--- src/rtl/wb_write_arbiter.sv ---
// wb_write_arbiter: register-file write port merge.
// Single-cycle ALU results have strict priority. Long-latency results come in
// through a valid/ready handshake, wait in an in-order FIFO, and drain on any
// edge where no ALU write is requested. The chosen write is registered, so it
// appears one cycle after the selecting edge.
// Optional feature: define WB_SCOREBOARD_EN to add the PendingMask output,
// which has one bit per register that still has a write waiting in the FIFO.
module wb_write_arbiter #(
  parameter int DATA_W     = 32,
  parameter int ADDR_W     = 5,
  parameter int FIFO_DEPTH = 4
) (
  input  logic                          Clk,
  input  logic                          Rst_n,
  input  logic                          AluWrEn,
  input  logic [ADDR_W-1:0]             AluWrReg,
  input  logic [DATA_W-1:0]             AluWrData,
  input  logic                          LongValid,
  output logic                          LongReady,
  input  logic [ADDR_W-1:0]             LongWrReg,
  input  logic [DATA_W-1:0]             LongWrData,
  output logic                          RegWriteEn,
  output logic [ADDR_W-1:0]             WriteReg,
  output logic [DATA_W-1:0]             WriteData,
`ifdef WB_SCOREBOARD_EN
  output logic [2**ADDR_W-1:0]          PendingMask,
`endif
  output logic [$clog2(FIFO_DEPTH):0]   FifoCount
);

  localparam int PTR_W = $clog2(FIFO_DEPTH);
  localparam int CNT_W = PTR_W + 1;

  logic [ADDR_W-1:0] mem_reg_q  [FIFO_DEPTH];
  logic [ADDR_W-1:0] mem_reg_d  [FIFO_DEPTH];
  logic [DATA_W-1:0] mem_data_q [FIFO_DEPTH];
  logic [DATA_W-1:0] mem_data_d [FIFO_DEPTH];
  logic [PTR_W-1:0]  wr_ptr_q, wr_ptr_d;
  logic [PTR_W-1:0]  rd_ptr_q, rd_ptr_d;
  logic [CNT_W-1:0]  count_q,  count_d;
  logic              wr_en_q,   wr_en_d;
  logic [ADDR_W-1:0] wr_reg_q,  wr_reg_d;
  logic [DATA_W-1:0] wr_data_q, wr_data_d;

  logic alu_req, push, pop, ready;

  // Ready depends only on registered occupancy. A full FIFO does not
  // accept a new entry on an edge where it pops.
  assign ready   = (count_q < CNT_W'(FIFO_DEPTH));
  assign alu_req = AluWrEn && (AluWrReg != '0);
  assign pop     = !alu_req && (count_q != '0);
  // Results for register 0 finish the handshake but are dropped.
  assign push    = LongValid && ready && (LongWrReg != '0);

  // FIFO pointer, occupancy and storage update.
  always_comb begin
    mem_reg_d  = mem_reg_q;
    mem_data_d = mem_data_q;
    wr_ptr_d   = wr_ptr_q;
    rd_ptr_d   = rd_ptr_q;
    count_d    = count_q;
    if (push) begin
      mem_reg_d[wr_ptr_q]  = LongWrReg;
      mem_data_d[wr_ptr_q] = LongWrData;
      wr_ptr_d             = wr_ptr_q + PTR_W'(1);
    end
    if (pop) rd_ptr_d = rd_ptr_q + PTR_W'(1);
    case ({push, pop})
      2'b10:   count_d = count_q + CNT_W'(1);
      2'b01:   count_d = count_q - CNT_W'(1);
      default: count_d = count_q;
    endcase
  end

  // Output selection: ALU, then FIFO head, otherwise idle. Address and data
  // keep their last values while idle.
  always_comb begin
    wr_en_d   = 1'b0;
    wr_reg_d  = wr_reg_q;
    wr_data_d = wr_data_q;
    if (alu_req) begin
      wr_en_d   = 1'b1;
      wr_reg_d  = AluWrReg;
      wr_data_d = AluWrData;
    end else if (pop) begin
      wr_en_d   = 1'b1;
      wr_reg_d  = mem_reg_q[rd_ptr_q];
      wr_data_d = mem_data_q[rd_ptr_q];
    end
  end

  // State registers; asynchronous reset drops buffered and in-flight writes.
  always_ff @(posedge Clk or negedge Rst_n) begin
    if (!Rst_n) begin
      for (int i = 0; i < FIFO_DEPTH; i++) begin
        mem_reg_q[i]  <= '0;
        mem_data_q[i] <= '0;
      end
      wr_ptr_q  <= '0;
      rd_ptr_q  <= '0;
      count_q   <= '0;
      wr_en_q   <= 1'b0;
      wr_reg_q  <= '0;
      wr_data_q <= '0;
    end else begin
      mem_reg_q  <= mem_reg_d;
      mem_data_q <= mem_data_d;
      wr_ptr_q   <= wr_ptr_d;
      rd_ptr_q   <= rd_ptr_d;
      count_q    <= count_d;
      wr_en_q    <= wr_en_d;
      wr_reg_q   <= wr_reg_d;
      wr_data_q  <= wr_data_d;
    end
  end

  assign LongReady  = ready;
  assign RegWriteEn = wr_en_q;
  assign WriteReg   = wr_reg_q;
  assign WriteData  = wr_data_q;
  assign FifoCount  = count_q;

`ifdef WB_SCOREBOARD_EN
  logic [2**ADDR_W-1:0] mask_c;
  logic [PTR_W-1:0]     off;

  // Mark the destination of each occupied slot. A slot is occupied when its
  // distance from the read pointer, modulo the depth, is below the count.
  always_comb begin
    mask_c = '0;
    off    = '0;
    for (int i = 0; i < FIFO_DEPTH; i++) begin
      off = PTR_W'(i) - rd_ptr_q;
      if ({1'b0, off} < count_q) mask_c[mem_reg_q[i]] = 1'b1;
    end
    mask_c[0] = 1'b0;
  end

  assign PendingMask = mask_c;
`endif

endmodule

--- config.mk ---
export PLATFORM = sky130hd
export DESIGN_NAME = wb_write_arbiter
export DESIGN_NICKNAME = d
export VERILOG_FILES = /design/src/rtl/wb_write_arbiter.sv
export SDC_FILE = /design/constraint.sdc
export NUM_CORES = 1
export LEC_CHECK = 0
export CELL_PAD_IN_SITES_DETAIL_PLACEMENT = 0
export CELL_PAD_IN_SITES_GLOBAL_PLACEMENT = 1
export CORE_ASPECT_RATIO = 0.5
export CORE_UTILIZATION = 46
export DETAILED_ROUTE_END_ITERATION = 8
export PLACE_DENSITY = 0.77
export RECOVER_POWER = 100
export SKIP_CTS_REPAIR_TIMING = 1
export SYNTH_ARGS = -nofsm -noshare
export SYNTH_HDL_FRONTEND = slang
export SYNTH_SLANG_ARGS = --single-unit
--- constraint.sdc ---
create_clock -name Clk -period 2.48 [get_ports Clk]
set_clock_uncertainty 0.15 [all_clocks]
set_input_delay 0.372 -clock Clk [delete_from_list [all_inputs] [get_ports Clk]]
set_output_delay 0.372 -clock Clk [all_outputs]
set_load 0.02 [all_outputs]
# Word level (Yosys, flattened, before mapping)
# Index checks and enable logic that the tools add are counted.
[word_totals]
reg_bits = 193
out_inout_bits = 42
mem_count = 0
ramBits = 0
romBits = 0
latch_bits = 0
in_bits = 78
word_cells = 56
[classes]
n_bitwise = 2
n_eq_ne = 2
n_lt_le_gt_ge = 4
n_mux = 19
shift = 0
n_mul = 0
reduce_logical = 11
n_div = 0
add_sub_neg = 4
[ops]
columns = ["op", "count"]
rows = [
  ["32-bit 2-to-1 mux", 5],
  ["128-bit bitwise mux", 1],
  ["32-bit binary-select mux with 2-bit select", 1],
  ["32-bit demux with 2-bit select", 1],
  ["5-bit 2-to-1 mux", 5],
  ["20-bit bitwise mux", 1],
  ["5-bit binary-select mux with 2-bit select", 1],
  ["5-bit demux with 2-bit select", 1],
  ["5-bit nonzero test", 2],
  ["3-bit >= comparator, second input constant", 2],
  ["2-bit NOT with 3-bit output", 2],
  ["3-bit case mux with 2 select lines", 1],
  ["1-bit logical AND", 5],
  ["2-bit by 1-bit adder with 2-bit output, second input constant", 2],
  ["2-bit nonzero test", 2],
  ["3-bit by 1-bit adder with 3-bit output, second input constant", 1],
  ["3-bit by 1-bit < comparator with 1-bit output, second input constant", 1],
  ["3-bit < comparator, second input constant", 1],
  ["3-bit nonzero test", 1],
  ["3-bit by 1-bit subtractor with 3-bit output, second input constant", 1],
  ["2-bit by 1-bit equality test with 1-bit output, second input constant", 1],
  ["2-bit equality test, second input constant", 1],
  ["1-bit 2-to-1 mux", 2],
  ["1-bit zero test", 1],
]

# Longest topological paths before layout
# Gate-level depths: netlist (run 1).
[logic_depth]
word_depth = 6
ltp_mapped = 10
ltp_nobuf = 9

# Least setup slack after synthesis (run 1)
# Ideal clock, no wire load.
[synth_timing]
path_type = "input to register"
startpoint = "input port AluWrReg[0]"
endpoint = "register count_q[2] (netlist: FifoCount[2])"
setup_ps = 80
arrival_ps = 2197
path_stages = 9
path_buffers = 0
path_slack_ps = 52
required_ps = 2250
path_cell_list = "or4_1 -> o21ai_2 -> and2_1 -> ha_1 -> inv_1 -> fa_1 -> xor2_1 -> nor2_1 -> xnor2_1"
[synth_between]
elab_chain_len = 6
word_cells_on_any_way = 8
cone_classes = "eq/ne (2); mux (1); reduce/logical (5)"
[synth_rtl]
columns = ["item", "line", "source"]
rows = [
  ["from (decl)", "16", "input logic [ADDR_W-1:0] AluWrReg,"],
  ["5-bit nonzero test *", "50", "assign alu_req = AluWrEn && (AluWrReg != '0);"],
  ["1-bit logical AND *", "50", ""],
  ["1-bit zero test *", "51", "assign pop = !alu_req && (count_q != '0);"],
  ["1-bit logical AND *", "51", ""],
  ["named net pop", "45", "logic alu_req, push, pop, ready;"],
  ["2-bit by 1-bit equality test with 1-bit output / 2-bit equality test (equally long branches)", "68", "case ({push, pop})"],
  ["3-bit case mux with 2 select lines / 2-bit nonzero test (equally long branches)", "--", ""],
  ["to (signal assigned)", "110", "count_q <= count_d;"],
  ["to (decl)", "40", "logic [CNT_W-1:0] count_q, count_d;"],
]
# Mark *: on every way through the listed nets, which the timed path passes. The rest lies on a longest branch.
# A chain may end at the register's enable or synchronous reset.

# Worst setup path after layout (run 1)
[layout_timing]
startpoint = "input port AluWrReg[4]"
endpoint = "register count_q[2] (netlist: FifoCount[2])"
# The elaborated chain is that of the path after synthesis.

==> flow_summary.toml, run 1 <==
[status]
status = "complete, no violations"

[logic_synthesis]
avgSynthCellArea_um2 = 15.3
seq_area_frac_synth_pct = 53.0
ys.warnings.count = 0
syn_nets = 681
yosys.area.top_type = "dfrtp_1"
ys_types = 28
synth.ff_latch_count = 193
synth.top_cell.area_share_pct = 53.0
synthTopCellsByArea = "dfrtp_1 (53%), mux2_4 (20%), mux4_2 (9.1%), mux2_2 (3.5%), nand2_1 (3.0%)"
syn_area_mm2 = 0.00911
syn_inst = 597

[placed_design]
placed_cell_area_mm2 = 0.0108
port_buffers = 119
routabilityCongestion = 0.711
pre_cts_slack_ns = -0.445
place_hpwl_um = 12700
placedCellCount = 978

[floorplan]
num_rows = 35
core_mm2 = 0.0189
die_w_um = 201
fp.dieH_um = 101
start_util_pct = 48.3
io_pins = 120
dieArea_mm2 = 0.0204

[clocking]
cts_max_path_buffers = 2
cts_sinks = 193
clkTransAtPathRegs_ns = 0.06
cts_buffers = 17
h-tree-depth = 4
cts_tree = "yes"
clock_latency_ns = 0.42
root_buffer = "clkbuf_16"

[sta]
tns_ns = 0
slew_violations = 0
post-route-period-util_pct = 95.9
setup_slack_ns = 0.102
fmax_ghz = 0.421
tightestPinTransition_ns = 1.39
setup_viol = 0
period_minus_slack_ns = 2.38
hold_violations = 0
max_slew_margin_pct = 7.12
rsz0062_at_grt = "no"

[finish]
final_layout_size_suffix_gt1_share_pct = 35.6
stdcell_count = 1010
n_antenna_cell = 0
seqCellArea_mm2 = 0.00483
syn_to_final_growth_pct = 25.1
multi_input_area_mm2 = 0.00392
n_fill_cell = 1467
final_util_pct = 60.4
nNetsFinal = 823
fin_area_mm2 = 0.0114

[power_and_ir_drop]
ir_worst_vdd_mv = 0.638
p_leak_nw = 5.25
power.density_mw_per_mm2 = 1330

[detailed_routing]
drc = 0
viasPerCell = 5.23
ant_nets = 0
route.vias.total = 5279
drtPass1Iterations = 4
routed_wl_um = 19500
top_layer = "met4"
wire_per_inst_um = 19.3
wl_met1_um = 9620
wl_met2_um = 9190
drt-initial-drc-count = 233
wl_met3_um = 644

[worst_setup_path]
rr_startpoint = "FifoCount[2]"
crit_path_start = "AluWrReg[4]"
crit_fanout = 2
critPathLaunchType = "input pin"
crit_path_end_kind = "flop"
required_ns = 2.68
critical_path_class = "in -> reg"
cp.arrival_ns = 2.57

[grt]
grt_pass1_wl_um = 32200
grt_pass1_vias = 5875
grtUsageTotal_pct = 20.6
grt_max_degree = 77
grt_antenna_before_repair = 0
grt_overflow = 0

[job]
max_cap_violations = 0

[worst_hold_path]
holdCritStartpoint = "AluWrReg[2]"
worstHoldPathType = "in -> reg"
==> sequential cells by signal, summed over array words and instances, names as in the netlist <==
| register | cells |
|---|---|
| FifoCount | 3 |
| wr_ptr_q | 2 |
| RegWriteEn | 1 |
| WriteReg | 5 |
| WriteData | 32 |
| rd_ptr_q | 2 |
| mem_reg_q | 20 |
| mem_data_q | 128 |
==> cells in the final DEF, fill, tap and decap left out, types with 2 or more instances in the layout <==
master and count:
nand2_8 4, mux2_2 28, xor2_1 2, clkdlybuf4s50_1 116
clkinvlp_4 3, nand3_1 3, buf_6 2, bufinv_16 3
clkbuf_8 3, buf_12 14, xnor2_1 4, dlymetal6s2s_1 2
dfrtp_1 191, buf_4 22, a32oi_1 2, mux2_4 120
clkbuf_16 17, nor2_1 36, a31oi_1 35, clkbuf_1 2
inv_1 7, nand2_1 74, clkinv_2 2, ha_1 5
mux4_2 37, clkbuf_4 2
==> path summary, 6_finish.rpt <==
path	to	slack, ns	cells after the start
max	FifoCount[2]	0.10	10
min	WriteReg[2]	0.13	3
max reg2reg	mem_data_q[47]	0.39	6
min reg2reg	mem_reg_q[3]	0.35	1
max in group asynchronous	rd_ptr_q[1]	0.38	3
min in group asynchronous	WriteReg[2]	0.65	2
==> critical path, cell delays in order <==
cell and delay [ns]:
clkdlybuf4s50_1 0.42, or4_4 0.55, o21ai_4 0.14, and2_4 0.16
ha_1 0.15, inv_1 0.06, fa_2 0.33, xor2_1 0.14
nor2_1 0.12, xnor2_1 0.12
==> final cells by class <==
cell class	count	area share [%]
tap	259	2.84
timing repair buffer	160	14.8
clock buffer	22	4.16
inverter	7	0.231
clock inverter	9	1.15
sequential	193	42.4
multi-input combinational	360	34.4
==> synth_stat cells <==
master,n
a31oi_1,35
a32oi_1,2
and2_1,1
buf_12,12
buf_2,10
buf_4,1
buf_6,1
clkbuf_1,13
dfrtp_1,193
fa_1,1
ha_1,5
inv_1,7
mux2_2,28
mux2_4,120
mux2i_1,1
mux4_2,37
nand2_1,74
nand2_8,4
nand3_1,4
nor2_1,36
nor3_1,1
o21ai_0,1
o21ai_2,1
o311a_1,1
or3_1,1
or4_1,1
xnor2_1,4
xor2_1,2
==> metrics by stage <==
| stage | hold WS [ns] | power (W) |
|---|---|---|
| after global routing | 0.120 | 0.0160 |
| final | 0.129 | 0.0151 |
| after CTS | -0.239 | 0.0153 |
| after global placement | 0.218 | 0.0122 |
| after floorplan | -0.0736 | 0.0103 |
| after detailed placement | 0.220 | 0.0124 |
==> routing by layer <==
| layer | vias to the layer above | global-route usage [%] |
|---|---|---|
| met5 | - | 0 |
| met1 | 2760 | 29.5 |
| met2 | 95 | 33.0 |
| met3 | 6 | 3.51 |
| met4 | 0 | 5.64 |
| li1 | 2418 | - |
==> power by group <==
part | switching (W) | internal, W
logic | 0.00258 | 0.00403
registers | 0.000933 | 0.00474
clock network | 0.00118 | 0.00166
==> logic make-up after synthesis <==
kind of cell | count (synthesis) | synth area share, %
and+or+nand+nor | 122 | 5.91
buffers and inverters | 44 | 4.22
xor gates and xnor gates | 6 | 0.577
adders and majority gates | 6 | 0.907
AOI/OAI and AO/OA | 40 | 2.86
muxes | 186 | 32.5
DFF | 193 | 53.0
No activity file was read; power rests on OpenSTA's default activity.
==> run 2, diff against run 1 <==
--- a/config.mk
+++ b/config.mk
@@ -5,11 +5,13 @@
 export SDC_FILE = /design/constraint.sdc
 export NUM_CORES = 1
 export LEC_CHECK = 0
+export CAP_MARGIN = 20
 export CELL_PAD_IN_SITES_DETAIL_PLACEMENT = 0
 export CELL_PAD_IN_SITES_GLOBAL_PLACEMENT = 1
 export CORE_ASPECT_RATIO = 0.5
 export CORE_UTILIZATION = 46
 export DETAILED_ROUTE_END_ITERATION = 8
+export MAX_ROUTING_LAYER = met4
 export PLACE_DENSITY = 0.77
 export RECOVER_POWER = 100
 export SKIP_CTS_REPAIR_TIMING = 1
==> flow_summary.toml, run 2 (same netlist as run 1, synthesis figures left out) <==
[detailed_routing]
route.vias.total = 5325
wire_per_inst_um = 19.4
viasPerCell = 5.27
drc = 0
drtPass1Iterations = 4
drt-initial-drc-count = 197
routed_wl_um = 19600
ant_nets = 0

[finish]
largest_register_ff_count = 128
nNetsFinal = 823
final_cell_mix = "dfrtp_1 (191), mux2_4 (120), clkdlybuf4s50_1 (116)"
n_antenna_cell = 0
syn_to_final_growth_pct = 25.1
regMostFlops = "mem_data_q"
final_common_cell = "dfrtp_1"
final_layout_size_suffix_gt1_share_pct = 35.6
final_util_pct = 60.4

[worst_setup_path]
path_buf_inv = 2
crit_path_start = "AluWrReg[4]"
worstPathCellList = "clkdlybuf4s50_1, or4_4, o21ai_4, and2_4, ha_1, inv_1, fa_2, xor2_1, nor2_1, xnor2_1"
crit_fanout = 2
required_ns = 2.68
cpLargestDelayFamily = "simple AND/OR/NAND/NOR gates"
rr_startpoint = "FifoCount[2]"
cp_slowest_stage_delay_ns = 0.55
critPathLaunchType = "input pin"
cp.arrival_ns = 2.58
critical_path_class = "in -> reg"
crit_path_end_kind = "flop"
worst_path_max_delay_cell = "or4_4"

[sta]
post-route-period-util_pct = 95.8
setup_viol = 0
fmax_ghz = 0.421
tightestPinTransition_ns = 1.37
slew_violations = 0
max_slew_margin_pct = 8.49
period_minus_slack_ns = 2.38
holdWs_ns = 0.128
hold_violations = 0
rsz0062_at_grt = "no"

[grt]
grt_antenna_before_repair = 0
grtUsageTotal_pct = 21.4
grt_overflow = 0
grt_pass1_vias = 5873
grt_max_degree = 77
grt_pass1_wl_um = 32300

[power_and_ir_drop]
power.density_mw_per_mm2 = 1330
ir_worst_vdd_mv = 0.652
p_leak_nw = 5.25

[placed_design]
routabilityCongestion = 0.719
port_buffers = 119
place_hpwl_um = 12700

[clocking]
clock_latency_ns = 0.43
cts_max_path_buffers = 2
clkTransAtPathRegs_ns = 0.06
h-tree-depth = 4
cts_tree = "yes"
cts_sinks = 193
cts_buffers = 17
root_buffer = "clkbuf_16"

[floorplan]
num_rows = 35
die_w_um = 201
fp.dieH_um = 101
core_mm2 = 0.0189
io_pins = 120
dieArea_mm2 = 0.0204
start_util_pct = 48.3

[job]
max_cap_violations = 0

[worst_hold_path]
worstHoldPathType = "in -> reg"
holdCritStartpoint = "AluWrReg[3]"

[status]
status = "complete, no violations"
## run 2: cell counts in the layout (fill, tap and decap cells not counted)
Identical to the previous run, type by type.
## run 2: final cells by class
class / instances / area [µm²]
fill: 1467 / 7480
sequential: 193 / 4830
multi-input combinational: 360 / 3920
timing repair buffer: 160 / 1680
clock buffer: 22 / 474
tap: 259 / 324
clock inverter: 9 / 131
inverter: 7 / 26.3
## run 2: worst min-delay path, cell delays in order
cell and delay, ns:
dlymetal6s2s_1 0.15, nor2_1 0.10, a31oi_1 0.04
## run 2: layer usage
layer / GRT usage [%] / vias to the layer above / part of all wire [%]
met2: 32.8 / 87 / 46
met3: 3.35 / 17 / 2.8
met5: - / - / 0
met4: 5.64 / 0 / 1.1
met1: 29.8 / 2805 / 50
li1: - / 2416 / -
## run 2: worst paths after layout
path / slack [ns] / end / cells after the start
setup / recovery: 0.10 / FifoCount[2] / 10
hold / removal: 0.13 / WriteReg[3] / 3
hold reg to reg: 0.35 / mem_reg_q[3] / 1
setup reg to reg: 0.39 / mem_data_q[46] / 6
max in group asynchronous: 0.41 / rd_ptr_q[1] / 3
min in group asynchronous: 0.63 / WriteReg[2] / 2
## run 2: where the power goes
group	total (W)	internal, W	switching [W]
Combinational	0.00661	0.00403	0.00258
Clock	0.00285	0.00166	0.00119
Sequential	0.00568	0.00474	0.000940
## run 2: per-stage QoR
stage / cell area, µm² / TNS [ns] / setup slack (ns) / std cells / power, W
finish: 11400 / 0 / 0.103 / 1010 / 0.0151
global route: 11400 / 0 / 0.0123 / 1010 / 0.0160
detailed placement: 10800 / -34.37 / -0.445 / 978 / 0.0124
floorplan: 9110 / 0 / 0.0524 / 597 / 0.0103
CTS: 11400 / -0.000106 / -0.000106 / 1009 / 0.0153
global placement: 10800 / -31.55 / -0.420 / 978 / 0.0122
